## config.mk

```make
export PLATFORM = sky130hd
export DESIGN_NAME = pkt_injector
export DESIGN_NICKNAME = d
export VERILOG_FILES = /design/src/rtl/pkt_injector.sv
export SDC_FILE = /design/constraint.sdc
export NUM_CORES = 1
export LEC_CHECK = 0
export ABC_CLOCK_PERIOD_IN_PS = 2250
export CORE_UTILIZATION = 48
export CTS_CLUSTER_DIAMETER = 100
export CTS_CLUSTER_SIZE = 24
export DETAILED_ROUTE_END_ITERATION = 12
export PLACE_DENSITY = 0.83
export SYNTH_ARGS = -nofsm -noshare
export SYNTH_HDL_FRONTEND = slang
export SYNTH_SLANG_ARGS = --single-unit
```

## constraint.sdc

```tcl
create_clock -name clk -period 2.25 [get_ports clk]
set_input_delay 0.3375 -clock clk [delete_from_list [all_inputs] [get_ports clk]]
set_output_delay 0.3375 -clock clk [all_outputs]
set_load 0.05 [all_outputs]
```

## src/rtl/pkt_injector.sv

```systemverilog
// ============================================================================
// Module  : pkt_injector
// Brief   : Packet injector that turns a core request plus its payload words
//           into head/body/tail flits for a router port, with a 16-bit
//           per-head sequence number.
//           Optional macro PKT_INJECTOR_CSUM_EN appends an XOR checksum flit.
// Revision: 1.0 - initial release
// ============================================================================
`default_nettype none

module pkt_injector #(
  parameter logic [3:0] SRC_ID = 4'h0
) (
  input  logic        clk,
  input  logic        reset,
  input  logic        req_valid,
  output logic        req_ready,
  input  logic [7:0]  req_dest,
  input  logic [3:0]  req_len,
  input  logic [31:0] pl_data,
  input  logic        pl_valid,
  output logic        pl_ready,
  output logic [31:0] out_data,
  output logic        out_valid,
  input  logic        out_ready,
  output logic        out_head,
  output logic        out_tail
);

  typedef enum logic [1:0] {
    S_IDLE = 2'd0,
    S_HEAD = 2'd1,
    S_BODY = 2'd2
`ifdef PKT_INJECTOR_CSUM_EN
    ,S_CSUM = 2'd3
`endif
  } state_t;

  state_t      state_q, state_d;
  logic [7:0]  dest_q, dest_d;
  logic [3:0]  len_q, len_d;
  logic [3:0]  rem_q, rem_d;
  logic [15:0] seq_q, seq_d;
  logic [31:0] out_data_q, out_data_d;
  logic        out_valid_q, out_valid_d;
  logic        out_head_q, out_head_d;
  logic        out_tail_q, out_tail_d;
`ifdef PKT_INJECTOR_CSUM_EN
  logic [31:0] csum_q, csum_d;
`endif

  logic        slot_free;
  logic        head_xfer;
  logic [15:0] seq_cur;

  assign out_data  = out_data_q;
  assign out_valid = out_valid_q;
  assign out_head  = out_head_q;
  assign out_tail  = out_tail_q;

  always_comb begin
    slot_free = !out_valid_q || out_ready;
    head_xfer = out_valid_q && out_ready && out_head_q;
    // A head may load in the same cycle the previous head leaves, so its
    // sequence field must already include that departure.
    seq_cur   = seq_q + {15'd0, head_xfer};
    req_ready = (state_q == S_IDLE) && !reset;
    pl_ready  = (state_q == S_BODY) && slot_free && !reset;

    state_d     = state_q;
    dest_d      = dest_q;
    len_d       = len_q;
    rem_d       = rem_q;
    seq_d       = seq_cur;
    out_data_d  = out_data_q;
    out_valid_d = slot_free ? 1'b0 : out_valid_q;
    out_head_d  = out_head_q;
    out_tail_d  = out_tail_q;
`ifdef PKT_INJECTOR_CSUM_EN
    csum_d      = csum_q;
`endif

    case (state_q)
      S_IDLE: begin
        if (req_valid) begin
          dest_d  = req_dest;
          len_d   = req_len;
          state_d = S_HEAD;
        end
      end
      S_HEAD: begin
        if (slot_free) begin
          out_valid_d = 1'b1;
          out_data_d  = {dest_q, len_q, SRC_ID, seq_cur};
          out_head_d  = 1'b1;
          out_tail_d  = (len_q == 4'd0);
          rem_d       = len_q;
          state_d     = (len_q == 4'd0) ? S_IDLE : S_BODY;
`ifdef PKT_INJECTOR_CSUM_EN
          csum_d      = 32'd0;
`endif
        end
      end
      S_BODY: begin
        if (pl_valid && slot_free) begin
          out_valid_d = 1'b1;
          out_data_d  = pl_data;
          out_head_d  = 1'b0;
          rem_d       = rem_q - 4'd1;
`ifdef PKT_INJECTOR_CSUM_EN
          csum_d      = csum_q ^ pl_data;
          out_tail_d  = 1'b0;
          if (rem_q == 4'd1) state_d = S_CSUM;
`else
          out_tail_d  = (rem_q == 4'd1);
          if (rem_q == 4'd1) state_d = S_IDLE;
`endif
        end
      end
`ifdef PKT_INJECTOR_CSUM_EN
      S_CSUM: begin
        if (slot_free) begin
          out_valid_d = 1'b1;
          out_data_d  = csum_q;
          out_head_d  = 1'b0;
          out_tail_d  = 1'b1;
          state_d     = S_IDLE;
        end
      end
`endif
      default: state_d = S_IDLE;
    endcase
  end

  always_ff @(posedge clk) begin
    if (reset) begin
      state_q     <= S_IDLE;
      dest_q      <= 8'd0;
      len_q       <= 4'd0;
      rem_q       <= 4'd0;
      seq_q       <= 16'd0;
      out_data_q  <= 32'd0;
      out_valid_q <= 1'b0;
      out_head_q  <= 1'b0;
      out_tail_q  <= 1'b0;
`ifdef PKT_INJECTOR_CSUM_EN
      csum_q      <= 32'd0;
`endif
    end else begin
      state_q     <= state_d;
      dest_q      <= dest_d;
      len_q       <= len_d;
      rem_q       <= rem_d;
      seq_q       <= seq_d;
      out_data_q  <= out_data_d;
      out_valid_q <= out_valid_d;
      out_head_q  <= out_head_d;
      out_tail_q  <= out_tail_d;
`ifdef PKT_INJECTOR_CSUM_EN
      csum_q      <= csum_d;
`endif
    end
  end

endmodule

`default_nettype wire
```

# == Word level (Yosys, flattened, before mapping) ==
# Index checks and enable logic that the tools add are counted.
# W data, S select, Z words.
# op_classes
addsub,2
n_mul,0
n_div,0
order_cmp,0
eq_ne,7
n_shift,0
muxes,22
n_bitwise,0
reduce_logical,15
# ops
operator,n
$mux W32,2
$pmux W32 S2,1
$add A16 B1 Y16,1
$mux W2,5
$mux W4,2
$pmux W4 S2,1
$mux W1,7
$logic_and A1 B1 Y1,6
$pmux W1 S2,3
$pmux W2 S3,1
$eq A4 B1 Y1 const B,1
$logic_not A4 Y1,1
$ne A2 B1 Y1 const B,2
$ne A2 B2 Y1 const B,2
$reduce_and A4 Y1,1
$sub A4 B1 Y4 const B,1
$reduce_and A3 Y1,1
$eq A2 B1 Y1 const B,1
$eq A2 B2 Y1 const B,1
$logic_not A1 Y1,2
$logic_not A2 Y1,1
$reduce_and A2 Y1,1
$reduce_bool A2 Y1,1
$logic_or A1 B1 Y1,1
# word_totals
register_bits,69
latchBits,0
mem_bits_rw,0
mem_bits_ro,0
in_bits,49
out_inout_bits,37
elab_cells,55
memories,0

# == Depth between registers and ports, before layout ==
# logic_depth
depth_word,5
mapped_depth,8
mapped_depth_nobuf,7

# == Least setup slack after synthesis ==
# No wires, ideal clock.
# synth_path
kind,register to output
startpoint,reg state_q[0]
endpoint,out pl_ready
arrival_ns,1.896
required_time_ns,1.913
setup_slack_ns,0.017
path_stages_with_launch,5
path_buffers,0
cell_sequence,dfxtp_1 -> inv_1 -> ha_1 -> clkinv_1 -> nor3_1
# synth_via
elab_chain_cells,3
# synth_lines
element,line,text
from (decl),39,"state_t state_q, state_d;"
from (signal assigned),150,state_q <= state_d;
$eq A2 B2 Y1,68,pl_ready = (state_q == S_BODY) && slot_free && !reset;
$logic_and A1 B1 Y1 (2 in series),68,
to (decl),22,"output logic pl_ready,"
# No other way between the ends.

# == Final worst setup path ==
# Same ends and word-level chain as after synthesis.

==> flow_summary.toml <==
[outcome]
status = "finished clean"

[logic_synthesis]
yosys_warnings = 0
yosysMostFrequentCell = "dfxtp_1"
synthesis.area_per_instance_um2 = 8.90
ys_top_cells_by_count = "dfxtp_1 (69), nand2_1 (42), nor2_1 (39)"
yosys_register_bits = 69
synth-seq-area-share_pct = 45.4
synth_async_sr_flop_share_pct = 0
number_of_library_cell_types_mapped_by_synthesis = 52
synth.cell_area_mm2 = 0.00305
most_common_flop_cell_mapped_by_yosys = "dfxtp_1"
ranking_of_synthesized_cells_by_area = "dfxtp_1 (45%), nand2_1 (5.2%), nor2_1 (4.8%)"
syn_inst = 342
number_of_enable_flip_flop_cells_after_synthesis = 0
yosys.area.top_type = "dfxtp_1"
syn_nets = 400
synthDominantCellAreaShare_pct = 45.4

[worst_setup_path]
worstSetupPathType = "flip-flop to primary output"
timing.critical_path.slowest_stage_cell = "dfxtp_1"
timing.rr.end = "out_data[12]"
cp_cell_sequence = "inv_1 -> ha_2 -> clkinvlp_4 -> nor3_2 -> buf_12"
timing.critical_path.slowest_cell_delay_ps = 340
timing.reg2reg.worst_path_depth = 7
worstSetupEndpointType = "primary output"
worstReg2RegStart = "state_q[0]"
worst-endpoint-arrival_ps = 1730
critical_path_peak_fanout = 8
setup.reg_to_reg.worst_slack_ps = 310
crit_path_start_kind = "flip-flop"
worst_ep_required_time_ps = 1910

[power]
power_density_mw_per_mm2 = 803
vdd_ir_drop_max_mv = 0.511
static-leakage-power_nw = 1.50

[sta]
timing.final.hold_violations = 0
timing.fmax_mhz = 483
final_period_minus_worst_setup_slack_ps = 2070
final_worst_clock_skew_ps = 7.13
post-route-worst-setup-slack_ps = 181
worst_hold_slack_ps = 325
final-setup-viol-count = 0
max_slew_margin_pct = 54.0
rsz0062_at_grt = "no"
drv_slew = 0
worst_pin_slew_ps = 689
min_period_over_period_pct = 91.9

[placed_design]
placed_cells = 495
detailedPlace.worstSlack_ps = -82.8
placement.io_buffers = 85
detailedPlacementHpwl_mm = 5.50
gpl_wtd_cong = 0.831
placed_area_mm2 = 0.00402

[routing]
route.detailed.vias_per_inst = 5.51
drt_iter0_markers = 144
first_pass_iters = 4
remaining_drc_errors = 0
wl_per_cell_um = 14.9
antenna_violating_nets_post_route = 0
post_route_wl_mm = 7.62
total_via_count_after_detailed_routing = 2817

[clock_tree]
cts.htree.levels = 3
numClockSinks = 69
cts_root_buffer = "clkbuf_8"
clk_transition_reported_paths_ps = 80
clkLatencyLatePin_ps = 340
numCtsBuffers = 9
tritoncts = "built"
postCtsSetupRepairBufs = 0
max-clock-path-buffers = 2
cts.hold.buffers_added = 0

[cells_and_area]
layout-drive-gt1-share_pct = 11.7
antennaDiodeCount = 0
filler_cell_count = 483
finalCoreUtilization_pct = 70.4
area_growth_syn_to_layout_pct = 39.3
area_occupied_by_multi_input_gates_mm2 = 0.00155
finish.cell_count_without_fillers = 511
seqCellArea_mm2 = 0.00138
layout.cell_area.non_filler_mm2 = 0.00424
fin_nets = 489

[hold_path]
min_delay_worst_endpoint = "out_valid"
hold_path_depth = 2
hold_path.startpoint = "reset"
hold_path_class = "primary input to flip-flop"

[die]
boundaryPins = 86
core-area_mm2 = 0.00603
placement_rows = 28
floorplan.die_area_mm2 = 0.00667
dieWidth_um = 81.7
initial_utilization_pct = 50.5
die_height_um = 81.7

[global_route]
wire_length_of_the_first_global_routing_pass_mm = 12.4
grt_start_max_net_pins = 37
antenna_found_initial = 0
grtUsageTotal_pct = 24.4
vias_in_the_first_global_route = 2754
globalRoute.totalOverflow = 0

[run]
timing.max_cap.violations = 0
## how the worst max path moves through the flow
stage / start / to
floorplan: state_q[0] / pl_ready
global placement: out_ready / out_data[8]
detailed placement: out_ready / out_data[12]
CTS: state_q[0] / pl_ready
global route: state_q[0] / pl_ready
finish: state_q[0] / pl_ready
## registers in the layout, indices dropped and copies added, names as in the netlist
name,cells
out_tail,1
out_valid,1
dest_q,8
out_head,1
state_q,2
seq_q,16
out_data,32
len_q,4
rem_q,4
## power by group
part	total, mW	switching, mW	leakage (nW)	internal (mW)
combinational	0.911	0.552	0.829	0.359
sequential	1.39	0.0705	0.561	1.32
clock	1.11	0.481	0.110	0.625
total	3.40	1.10	1.50	2.30
## stage by stage
stage	power (mW)	setup TNS [ps]
floorplan	1.98	0
global placement	2.30	-10.8
detailed placement	2.31	-239
CTS	3.41	0
global route	3.55	0
finish	3.41	0
## cells by family (layout without fill, tap and decap cells)
group	after synthesis	in the layout	synth area share, %
fa+ha+maj	9	9	3.70
simple gates	138	138	23.3
xor+xnor	11	11	3.16
mux	9	9	2.96
flops	69	69	45.4
buf+inv	29	123	4.11
compound gates	77	77	17.5
## repair_timing
action                                  4_1_cts  5_1_grt
cloned                                        0        0
resized for setup                             1        2
endpoints found under the setup margin        1        1
## cell type report
| cell class | instances | area share, % |
|---|---|---|
| clock inverters | 6 | 2.06 |
| multi-input cells | 244 | 36.5 |
| clock buffers | 10 | 3.01 |
| well taps | 75 | 2.21 |
| flip-flops and latches | 69 | 32.6 |
| repair buffers | 99 | 22.9 |
| inverters | 8 | 0.796 |
## metal layers
layer | global-route usage [%] | part of all wire [%] | vias up
met5 | 0 | 0 | -
met4 | 12.3 | 1.6 | 0
met3 | 4.78 | 5.4 | 17
met2 | 42.2 | 50 | 95
met1 | 28.7 | 43 | 1311
li1 | - | - | 1394
## placed cells by master, fill, tap and decap left out, types with 2 or more instances in the layout
cell type,instances
o21ai_0,10
a21oi_1,21
ha_1,8
o22ai_1,2
a22oi_1,12
inv_1,7
nor4_1,7
nand4b_1,4
a211oi_1,9
bufinv_16,2
clkbuf_8,9
xnor2_1,9
dfxtp_1,69
nand3b_1,5
nand4_2,2
and3_1,3
clkdlybuf4s50_1,82
xor2_1,2
o21a_1,2
buf_12,2
nand3_1,6
nor4_2,3
nor2_1,39
nor3_1,8
clkinv_2,2
o211ai_1,3
o21ba_2,3
nand2_1,42
buf_4,14
mux2i_1,9
a311oi_1,2
nand4_1,2
o2bb2ai_1,2
nor2b_1,6
o211ai_2,2
a222oi_1,2
clkinv_4,2
## critical path: cells and delay by family (launching register included)
family / cells / cell delay, ps
buffers and inverters: 3 / 480
DFF: 1 / 340
and+or+nand+nor: 1 / 300
adders and majority gates: 1 / 280
No activity file was read; power rests on OpenSTA's default activity.
